[src/rtl/vec_mag_pkg.sv]
// Shared types and width helpers for the sequential vector-magnitude unit.
package vec_mag_pkg;

   // Control states of the magnitude sequencer.
   typedef enum logic [1:0] {
      IDLE = 2'd0,
      SQ   = 2'd1,
      ROOT = 2'd2,
      DONE = 2'd3
   } state_t;

   // Result width for W-bit operands: sqrt(2 * (2^W - 1)^2) < 2^(W+1).
   function automatic int rw_of(input int w);
      return w + 1;
   endfunction

   // Sum-of-squares width: two W-bit squares added never exceed 2W+1 bits.
   function automatic int sw_of(input int w);
      return 2 * w + 1;
   endfunction

   // Root width produced from a radicand of radw bits (radicand padded to even width).
   function automatic int root_w_of(input int radw);
      return (radw + 1) / 2;
   endfunction

   // Counter width needed to count root bits down to zero.
   function automatic int cnt_w_of(input int rw);
      return (rw > 1) ? $clog2(rw) : 1;
   endfunction

endpackage

[src/rtl/isqrt_seq.sv]
// Restoring shift/subtract integer square root, one result bit per enabled
// clock, MSB first. No multiplier in the loop. The root/rem outputs carry the
// values produced by the current step, so they are the final result in the
// cycle where done is high.
module isqrt_seq
   import vec_mag_pkg::*;
#(
   parameter int RADW = 17
) (
   input  logic                           clk,
   input  logic                           rst_n,
   input  logic                           ena,
   input  logic                           start,
   input  logic [RADW-1:0]                radicand,
   output logic [root_w_of(RADW)-1:0]     root,
   output logic [root_w_of(RADW)+1:0]     rem,
   output logic                           done
);

   localparam int RTW  = root_w_of(RADW);
   localparam int PW   = 2 * RTW;       // radicand zero-extended to an even width
   localparam int REMW = RTW + 2;       // holds rem<<2 | pair before any subtract
   localparam int CW   = cnt_w_of(RTW);

   logic [PW-1:0]   sum_reg;
   logic [REMW-1:0] rem_reg;
   logic [RTW-1:0]  root_reg;
   logic [CW-1:0]   cnt_reg;
   logic            active_reg;

   logic [REMW-1:0] cur;
   logic [REMW-1:0] trial_sub;
   logic [REMW-1:0] diff;
   logic            ge;
   logic [REMW-1:0] rem_step;
   logic [RTW-1:0]  root_step;

   // One digit of the recurrence: bring down the next pair, try subtracting 4*root+1.
   // The remainder before the last step is at most 2*root < 2^RTW, so dropping its
   // top two bits in the shift loses nothing.
   always_comb begin
      cur       = {rem_reg[REMW-3:0], sum_reg[PW-1 -: 2]};
      trial_sub = {root_reg, 2'b01};
      ge        = (cur >= trial_sub);
      diff      = cur - trial_sub;
      rem_step  = ge ? diff : cur;
      root_step = {root_reg[RTW-2:0], ge};
   end

   assign root = root_step;
   assign rem  = rem_step;
   assign done = active_reg && (cnt_reg == '0);

   // Load the radicand on start, then step once per enabled edge until the count expires.
   always_ff @(posedge clk or negedge rst_n) begin
      if (!rst_n) begin
         sum_reg    <= '0;
         rem_reg    <= '0;
         root_reg   <= '0;
         cnt_reg    <= '0;
         active_reg <= 1'b0;
      end else if (ena) begin
         if (start) begin
            sum_reg    <= PW'(radicand);
            rem_reg    <= '0;
            root_reg   <= '0;
            cnt_reg    <= CW'(RTW - 1);
            active_reg <= 1'b1;
         end else if (active_reg) begin
            sum_reg  <= {sum_reg[PW-3:0], 2'b00};
            rem_reg  <= rem_step;
            root_reg <= root_step;
            if (cnt_reg == '0) begin
               active_reg <= 1'b0;
            end else begin
               cnt_reg <= cnt_reg - CW'(1);
            end
         end
      end
   end

endmodule

[src/rtl/vec_mag_seq.sv]
// Sequential Euclidean magnitude: mag = floor(sqrt(x^2 + y^2)) with valid/ready
// handshakes and an exactness flag. ena freezes the whole block when low.
// Optional build macro VEC_MAG_ROUND_EN rounds the result to nearest instead of
// truncating; exact always reflects the unrounded remainder.
module vec_mag_seq
   import vec_mag_pkg::*;
#(
   parameter int W  = 8,
   parameter int RW = rw_of(W),
   parameter int SW = sw_of(W)
) (
   input  logic          clk,
   input  logic          rst_n,
   input  logic          ena,
   input  logic          in_valid,
   output logic          in_ready,
   input  logic [W-1:0]  x,
   input  logic [W-1:0]  y,
   output logic          out_valid,
   input  logic          out_ready,
   output logic [RW-1:0] mag,
   output logic          exact,
   output logic          busy
);

   state_t state_reg, state_next;

   logic [W-1:0]    x_reg, y_reg;
   logic [RW-1:0]   mag_reg;
   logic            exact_reg;

   logic [2*W-1:0]  x_ext, y_ext, x_sq, y_sq;
   logic [SW-1:0]   sum_sq;

   logic            root_start;
   logic            root_done;
   logic [RW-1:0]   root_res;
   logic [RW+1:0]   rem_res;
   logic [RW-1:0]   mag_fin;

   // Squares are formed once from the captured operands, outside the root loop.
   assign x_ext  = {{W{1'b0}}, x_reg};
   assign y_ext  = {{W{1'b0}}, y_reg};
   assign x_sq   = x_ext * x_ext;
   assign y_sq   = y_ext * y_ext;
   assign sum_sq = {1'b0, x_sq} + {1'b0, y_sq};

   isqrt_seq #(
      .RADW (SW)
   ) u_isqrt (
      .clk      (clk),
      .rst_n    (rst_n),
      .ena      (ena),
      .start    (root_start),
      .radicand (sum_sq),
      .root     (root_res),
      .rem      (rem_res),
      .done     (root_done)
   );

`ifdef VEC_MAG_ROUND_EN
   // Round to nearest: sqrt(s) >= r + 0.5 exactly when rem > r; ties cannot occur.
   assign mag_fin = (rem_res > {2'b00, root_res}) ? (root_res + RW'(1)) : root_res;
`else
   assign mag_fin = root_res;
`endif

   // State register; frozen while ena is low.
   always_ff @(posedge clk or negedge rst_n) begin
      if (!rst_n) begin
         state_reg <= IDLE;
      end else if (ena) begin
         state_reg <= state_next;
      end
   end

   // Next-state and handshake outputs; DONE never accepts input in the same cycle.
   always_comb begin
      state_next = state_reg;
      root_start = 1'b0;
      in_ready   = 1'b0;
      out_valid  = 1'b0;
      busy       = 1'b1;
      case (state_reg)
         IDLE: begin
            in_ready = 1'b1;
            busy     = 1'b0;
            if (in_valid) state_next = SQ;
         end
         SQ: begin
            root_start = 1'b1;
            state_next = ROOT;
         end
         ROOT: begin
            if (root_done) state_next = DONE;
         end
         DONE: begin
            out_valid = 1'b1;
            if (out_ready) state_next = IDLE;
         end
         default: state_next = IDLE;
      endcase
   end

   // Capture operands on the accepting edge so later input changes are harmless.
   always_ff @(posedge clk or negedge rst_n) begin
      if (!rst_n) begin
         x_reg <= '0;
         y_reg <= '0;
      end else if (ena && state_reg == IDLE && in_valid) begin
         x_reg <= x;
         y_reg <= y;
      end
   end

   // Result registers load on entry to DONE and hold until the next result.
   always_ff @(posedge clk or negedge rst_n) begin
      if (!rst_n) begin
         mag_reg   <= '0;
         exact_reg <= 1'b0;
      end else if (ena && state_reg == ROOT && root_done) begin
         mag_reg   <= mag_fin;
         exact_reg <= (rem_res == '0);
      end
   end

   assign mag   = mag_reg;
   assign exact = exact_reg;

endmodule
[config.mk]
export PLATFORM = sky130hd
export DESIGN_NAME = vec_mag_seq
export DESIGN_NICKNAME = d
export VERILOG_FILES = /design/src/rtl/vec_mag_pkg.sv /design/src/rtl/isqrt_seq.sv /design/src/rtl/vec_mag_seq.sv
export SDC_FILE = /design/constraint.sdc
export NUM_CORES = 1
export LEC_CHECK = 0
export ABC_AREA = 1
export CELL_PAD_IN_SITES_DETAIL_PLACEMENT = 1
export CELL_PAD_IN_SITES_GLOBAL_PLACEMENT = 1
export CORE_MARGIN = 8
export CORE_UTILIZATION = 47
export CTS_CLUSTER_SIZE = 8
export DETAILED_ROUTE_END_ITERATION = 12
export PLACE_DENSITY_LB_ADDON = 0.3
export SLEW_MARGIN = 20
export SYNTH_ARGS = -nofsm -noshare
export SYNTH_HDL_FRONTEND = slang
export SYNTH_HIERARCHICAL = 1
export SYNTH_SLANG_ARGS = --single-unit
export TNS_END_PERCENT = 20
[constraint.sdc]
create_clock -name clk -period 6.49 [get_ports clk]
set_input_delay 1.298 -clock clk [delete_from_list [all_inputs] [get_ports clk]]
set_output_delay 1.298 -clock clk [all_outputs]
set_load 0.005 [all_outputs]
==> impl_results.md, run 1 <==
* Run status: finished clean
* Main combinational cell family by area after synthesis: adder cells
* RR Startpoint: x_reg[4]
* TNS Setup at 0 ps
* Vias in the first global route at about 6600
* Multi-input gate area at roughly 0.0047 mm^2
* Layout area overhead at 9.064%
* Antenna viol nets, final at 0
* Initial core utilization at 0.4762
* Post-Place Cell Area at roughly 0.0079 mm^2
* Cts hold-fix bufs at 0
* RSZ-0062 raised after global routing: no
* Core Util, Final at 0.5194
* Synthesized flop and latch total at 69
* Layout Skew at around 9.5 ps
* Post-DR wirelength/cell at ~16 um
* Critical path class: flop to flop
* CTS tree: yes
* Crit-path max FO at 11
* CTS buffer count at 9
* Multiplexer share of the synthesized area at 0.01150
* Pre-CTS WS at about 1200 ps
* Core Rows at between 40 and 50
* Commonest non-fill, non-tap cell in the layout: nand2_1
* Top Ports at 34
* Starting DRT DRC Count at 242
* Grt met3 use at 0.02382
* Largest net degree at the start of global routing at 70
* Worst Setup SP: x_reg[4]
* DRC errors left at 0
* Inserted Diodes at 0
* Final Cell Area at 0.008190 mm^2
* R2R setup slack at around 1100 ps
* Met1 Use GR at 0.2136
* Final worst slack at around 1100 ps
* Total global-route track usage at 0.2010
* Total number of vias at ~5900
* Synth warn at 6
* Die ar. at roughly 0.02 mm^2
* Top Usage Layer GRT: met2
* CP arrival at ~5600 ps
* Period minus WS final at about 5400 ps
* Clock sink total at 69
* Rel. slew slack at 0.3677
* Clock root buffer: clkbuf_16
* Post-synthesis sequential area ratio at 0.2299
* Die Width at around 140 um
* Port Buf Inserts at 33
* CP Launch Type: flop
* Final setup viols at 0
* Final hold vios at 0
* Net count, final at ~1100
* Unique masters post-synth at 40
* Xor and xnor area share after synthesis at 0.02099
* Syn_nets at about 1100
* Placer Congestion at between 0.8 and 0.9
* Syn Inst Count at ~940
* Hold Crit Depth at 2
* Max-Cap Viols at 0
* Total gr overflow at 0
* Hold crit path type: flop to flop
* Vias per cell at 5.081
* Clock Latency Late Sink at roughly 350 ps
* Adder-Cell Fraction of Synth Area at 0.3276
* DIE HEIGHT at ~140 um
* First-pass GRT wire length at between 30 and 40 mm
* Hold Crit Endpoint: mag[7]
* Max Slew Vio Count at 0
* Slew @ Worst Pin at 948.5 ps
* Most frequent cells in the layout: 235 x nand2_1, 218 x inv_1, 76 x fa_1
* Initial antenna violation count at 0
* R2r worst-path depth at 21
* Post-Route WL at roughly 19 mm
* Ratio of cells with drive above 1 in the final layout at 0.05031
* H-tree depth at 3
* Drt first pass iters at 4
* Dpl hpwl at about 15 mm
* Data required, critical path at between 6000 and 7000 ps
* Simple-Gate Fraction of Synth Area at 0.2003
* Fin crit share at 0.8332
* CTS max path bufs at 2
* Crit. End Element: flop
* Met2 GRT Util at 0.3803
* Fmax at approximately 0.18 GHz
* Post-synthesis compound-gate area fraction at 0.07098
* Resized cells post-CTS at 0
* Largest register FFs at 18
* Seq. cell area at between 0.0015 and 0.002 mm^2
* Hold_sp: u_isqrt/root_reg[6]
* Fill count at 1988
* Reg-to-Reg End: u_isqrt/sum_reg[16]
* Syn Area/Cell at between 7 and 8 um^2
* Core Region at 0.01577 mm^2
* Worst-path clk slew at approximately 60 ps
* Post-CTS setup buffer count at 0
* Mapped Area at 0.007510 mm^2
## through the flow
step | std cells | hold WS, ps
floorplan | 942 | 457.5
global placement | 1154 | 448.8
detailed placement | 1154 | 466.7
CTS | 1170 | 478.3
global route | 1170 | 494.1
finish | 1170 | 477.0
## cells by family after synthesis
kind of cell / Yosys count
buffers and inverters: 261
xor gates and xnor gates: 18
muxes: 7
DFF: 69
adders and majority gates: 151
AOI/OAI and AO/OA: 89
and+or+nand+nor: 347
## Yosys cell counts, drive strengths merged
master,n,area share
and2,4,0.0033
o21bai,2,0.0020
o22ai,13,0.011
a22oi,1,0.0010
dfrtp,69,0.23
ha,75,0.12
fa,76,0.20
nor3,1,0.00067
mux2,7,0.011
a21oi,27,0.019
o21a,1,0.0010
xnor2,8,0.0093
nand2,246,0.13
buf,15,0.016
o211ai,16,0.016
nand3b,3,0.0030
or2,3,0.0025
nor2,40,0.023
xor2,10,0.012
o2111ai,2,0.0023
nand3,41,0.029
and3,2,0.0017
o21ai,26,0.018
clkinv,3,0.0015
a21boi,1,0.0010
nor4,3,0.0025
clkbuf,23,0.011
nand4,4,0.0033
inv,220,0.11
## routing by layer
layer | share of wire | wire [um]
met5 | 0 | 0
met4 | 0.039 | 731
met3 | 0.019 | 359
met2 | 0.55 | 10160
met1 | 0.39 | 7305
## critical path: stages (launching register included)
cell	delay (ps)
dfrtp_1	580
nand2_1	200
fa_1	520
fa_1	560
inv_1	70
fa_1	500
fa_1	500
fa_1	510
inv_1	70
fa_1	480
inv_1	40
ha_1	360
nand2_1	110
inv_1	50
nand3_1	70
nand2_1	110
nand2_1	120
nand2_1	60
nand2_1	60
nand2_1	50
o211ai_1	150
o21ai_0	110
## final cells by class
type,count,share of cell area
timing repair buffer,34,0.04094
multi-input combinational,612,0.5788
clock inverter,7,0.006722
clock buffer,9,0.02750
tap,216,0.03300
inverter,223,0.1022
sequential,69,0.2108
## worst max path at each step
stage,to,cells past startpoint
floorplan,u_isqrt/sum_reg[16],22
detailed placement,u_isqrt/sum_reg[16],22
finish,u_isqrt/sum_reg[16],21
CTS,u_isqrt/sum_reg[16],21
global route,u_isqrt/sum_reg[12],20
global placement,u_isqrt/sum_reg[16],23
Power of run 1 is not shown: default switching activity piles up to over one toggle a cycle in this logic, so the estimate is an artifact.
==> run 2, diff against run 1 <==
--- a/config.mk
+++ b/config.mk
@@ -9,7 +9,7 @@
 export CELL_PAD_IN_SITES_DETAIL_PLACEMENT = 1
 export CELL_PAD_IN_SITES_GLOBAL_PLACEMENT = 1
 export CORE_MARGIN = 8
-export CORE_UTILIZATION = 47
+export CORE_UTILIZATION = 43
 export CTS_CLUSTER_SIZE = 8
 export DETAILED_ROUTE_END_ITERATION = 12
 export PLACE_DENSITY_LB_ADDON = 0.3
==> constraint.sdc (replaced) <==
create_clock -name clk -period 4.7 [get_ports clk]
set_input_delay 0.94 -clock clk [delete_from_list [all_inputs] [get_ports clk]]
set_output_delay 0.94 -clock clk [all_outputs]
set_load 0.005 [all_outputs]
==> impl_results.md, run 2 (same netlist as run 1, synthesis figures left out) <==
* Run status: complete, but fails checks
* Failing checks: setup timing
* Fmax at 0.1988 GHz (+7.5%)
* Vias per cell at 4.934 (-2.9%)
* Final setup viols at 11 (+11)
* Core Rows at 48 (+4.3%)
* Vias in the first global route at 6708 (+1.7%)
* Final hold vios at 0 (unchanged)
* Core Region at 0.01718 mm^2 (+8.9%)
* Fin crit share at 1.070 (+0.2371)
* Hold crit path type: flop to flop
* Initial antenna violation count at 0 (unchanged)
* Placer Congestion at 0.7947 (-6.1%)
* Worst-path clk slew at 70 ps (about the same)
* Ratio of cells with drive above 1 in the final layout at 0.1951 (+0.1448)
* Clock Latency Late Sink at 350 ps (about the same)
* Antenna viol nets, final at 0 (unchanged)
* Starting DRT DRC Count at 226 (-6.6%)
* Clock sink total at 69 (unchanged)
* Dpl hpwl at 15.05 mm (+1.4%)
* Worst path bufs/invs at 4 (unchanged)
* Slew @ Worst Pin at 969.8 ps (+21.25 ps)
* Crit-path cells: nand2_2, fa_1, inv_2, fa_1, fa_1, fa_1, fa_1, inv_2, fa_1, inv_2, ha_4, nand2_2, inv_2, nand2_2, nor3_2, nand2_2, nand3_1, nand2_1, o211ai_1, o21ai_1
* Layout area overhead at 19.88%
* Die Width at 148.2 um (+4.0%)
* Most frequent cells in the layout: 207 x nand2_1, 205 x inv_1, 72 x buf_4
* Clock root buffer: clkbuf_16
* Rel. slew slack at 0.3535 (-0.01416)
* Crit-path leading delay family: adder cells
* Period minus WS final at 5030 ps (-377.0 ps)
* Port Buf Inserts at 33 (unchanged)
* CP Launch Type: flop
* Post-DR wirelength/cell at 15.55 um (-2.0%)
* Post-Route WL at 19.44 mm (+4.8%)
* Initial core utilization at 0.4372 (-0.03899)
* H-tree depth at 3 (unchanged)
* Crit. End Element: flop
* Layout Skew at 7.431 ps (-2.053 ps)
* Commonest non-fill, non-tap cell in the layout: nand2_1
* Most frequent cell on the critical path: fa_1
* Largest register FFs at 18 (unchanged)
* DRC errors left at 0 (unchanged)
* Data required, critical path at 4930 ps (-1780 ps)
* Net count, final at 1192 (+6.3%)
* First-pass GRT wire length at 33.05 mm (+3.9%)
* Total number of vias at 6168 (+3.8%)
* Drt first pass iters at 4 (unchanged)
* Inserted Diodes at 0 (unchanged)
* Die ar. at 0.02195 mm^2 (+8.2%)
* Pre-CTS WS at -441.1 ps (-1598 ps)
* Max-Cap Viols at 0 (unchanged)
* CTS tree: yes
* Critical path class: flop to flop
* CTS max path bufs at 2 (unchanged)
* Crit-path max FO at 7 (-4)
* CTS buffer count at 9 (unchanged)
* Final worst slack at -330.4 ps (-1413 ps)
* Max Slew Vio Count at 0 (unchanged)
* Top Ports at 34 (unchanged)
* Largest net degree at the start of global routing at 70 (unchanged)
* Total gr overflow at 0 (unchanged)
* Critical Path Max Stage Delay at 570 ps (about the same)
* RSZ-0062 raised after global routing: yes
* Total global-route track usage at 0.1856 (-0.01534)
* DIE HEIGHT at 148.2 um (+4.0%)
* CP arrival at 5260 ps (-360 ps)
* Cell at the slowest stage of the critical path: fa_1
run 2: changes by cell type in the layout (fill, tap and decap cells not counted), sizes merged:
cell,delta
buf,+71
inv,+4
clkinv,-2
clkinvlp,-2
run 2: area by class of cell:
| type | instances | area [um^2] |
|---|---|---|
| clock buffers | 9 | 225.2 |
| inverters | 223 | 837.1 |
| clock inverters | 7 | 68.82 |
| fillers | 2124 | 8174 |
| repair buffers | 105 | 872.1 |
| flip-flops and latches | 69 | 1743 |
| well taps | 225 | 281.5 |
| multi-input cells | 612 | 4975 |
run 2: worst reg2reg max path, cell delays in order, from the launching register on:
cell and delay, ps:
dfrtp_2 460, nand2_2 80, fa_1 560, inv_2 50, fa_1 530, fa_1 450, fa_1 520, fa_1 570
inv_2 50, fa_1 490, inv_2 50, ha_4 290, nand2_2 70, inv_2 70, nand2_2 60, nor3_2 170
nand2_2 70, nand3_1 70, nand2_1 50, o211ai_1 150, o21ai_1 90
run 2: metal layers:
metal  part of all wire  track usage
met2               0.50       0.3091
met4              0.017      0.05813
met1               0.46       0.2483
met3              0.022      0.02036
met5                  0            0
run 2: worst paths after layout:
kind | from | endpoint | slack [ps] | cells after the start
worst max-delay path | y_reg[3] | u_isqrt/sum_reg[16] | -330 | 20
worst min-delay path | u_isqrt/root_reg[4] | mag[5] | 470 | 2
worst max register to register | y_reg[3] | u_isqrt/sum_reg[16] | -330 | 20
worst min register to register | u_isqrt/root_reg[4] | mag[5] | 470 | 2
max in group asynchronous | rst_n | x_reg[6] | 3260 | 1
min in group asynchronous | rst_n | mag[8] | 730 | 1
run 2: timing repair:
item | 4_1_cts | 5_1_grt
gates resized for setup | 22 | 48
setup endpoints to repair | 11 | 12
cloned | 0 | 0
pin swaps | 15 | 30
setup buffers | 2 | 7
hold buffers | 0 | 0
run 2: stage by stage:
| stage | std cells | area (um^2) | util | hold WS (ps) | setup TNS [ps] |
|---|---|---|---|---|---|
| after floorplan | 942 | 7635 | - | 457.5 | -928.0 |
| after global placement | 1225 | 8461 | 0.4926 | 452.5 | -2475 |
| after detailed placement | 1225 | 8461 | 0.4926 | 463.2 | -3964 |
| after CTS | 1243 | 8822 | 0.5136 | 479.5 | -2946 |
| after global routing | 1250 | 9002 | 0.5241 | 504.1 | -5162 |
| final | 1250 | 9002 | 0.5241 | 474.8 | -2829 |
Power of run 2 is left out for the same reason.
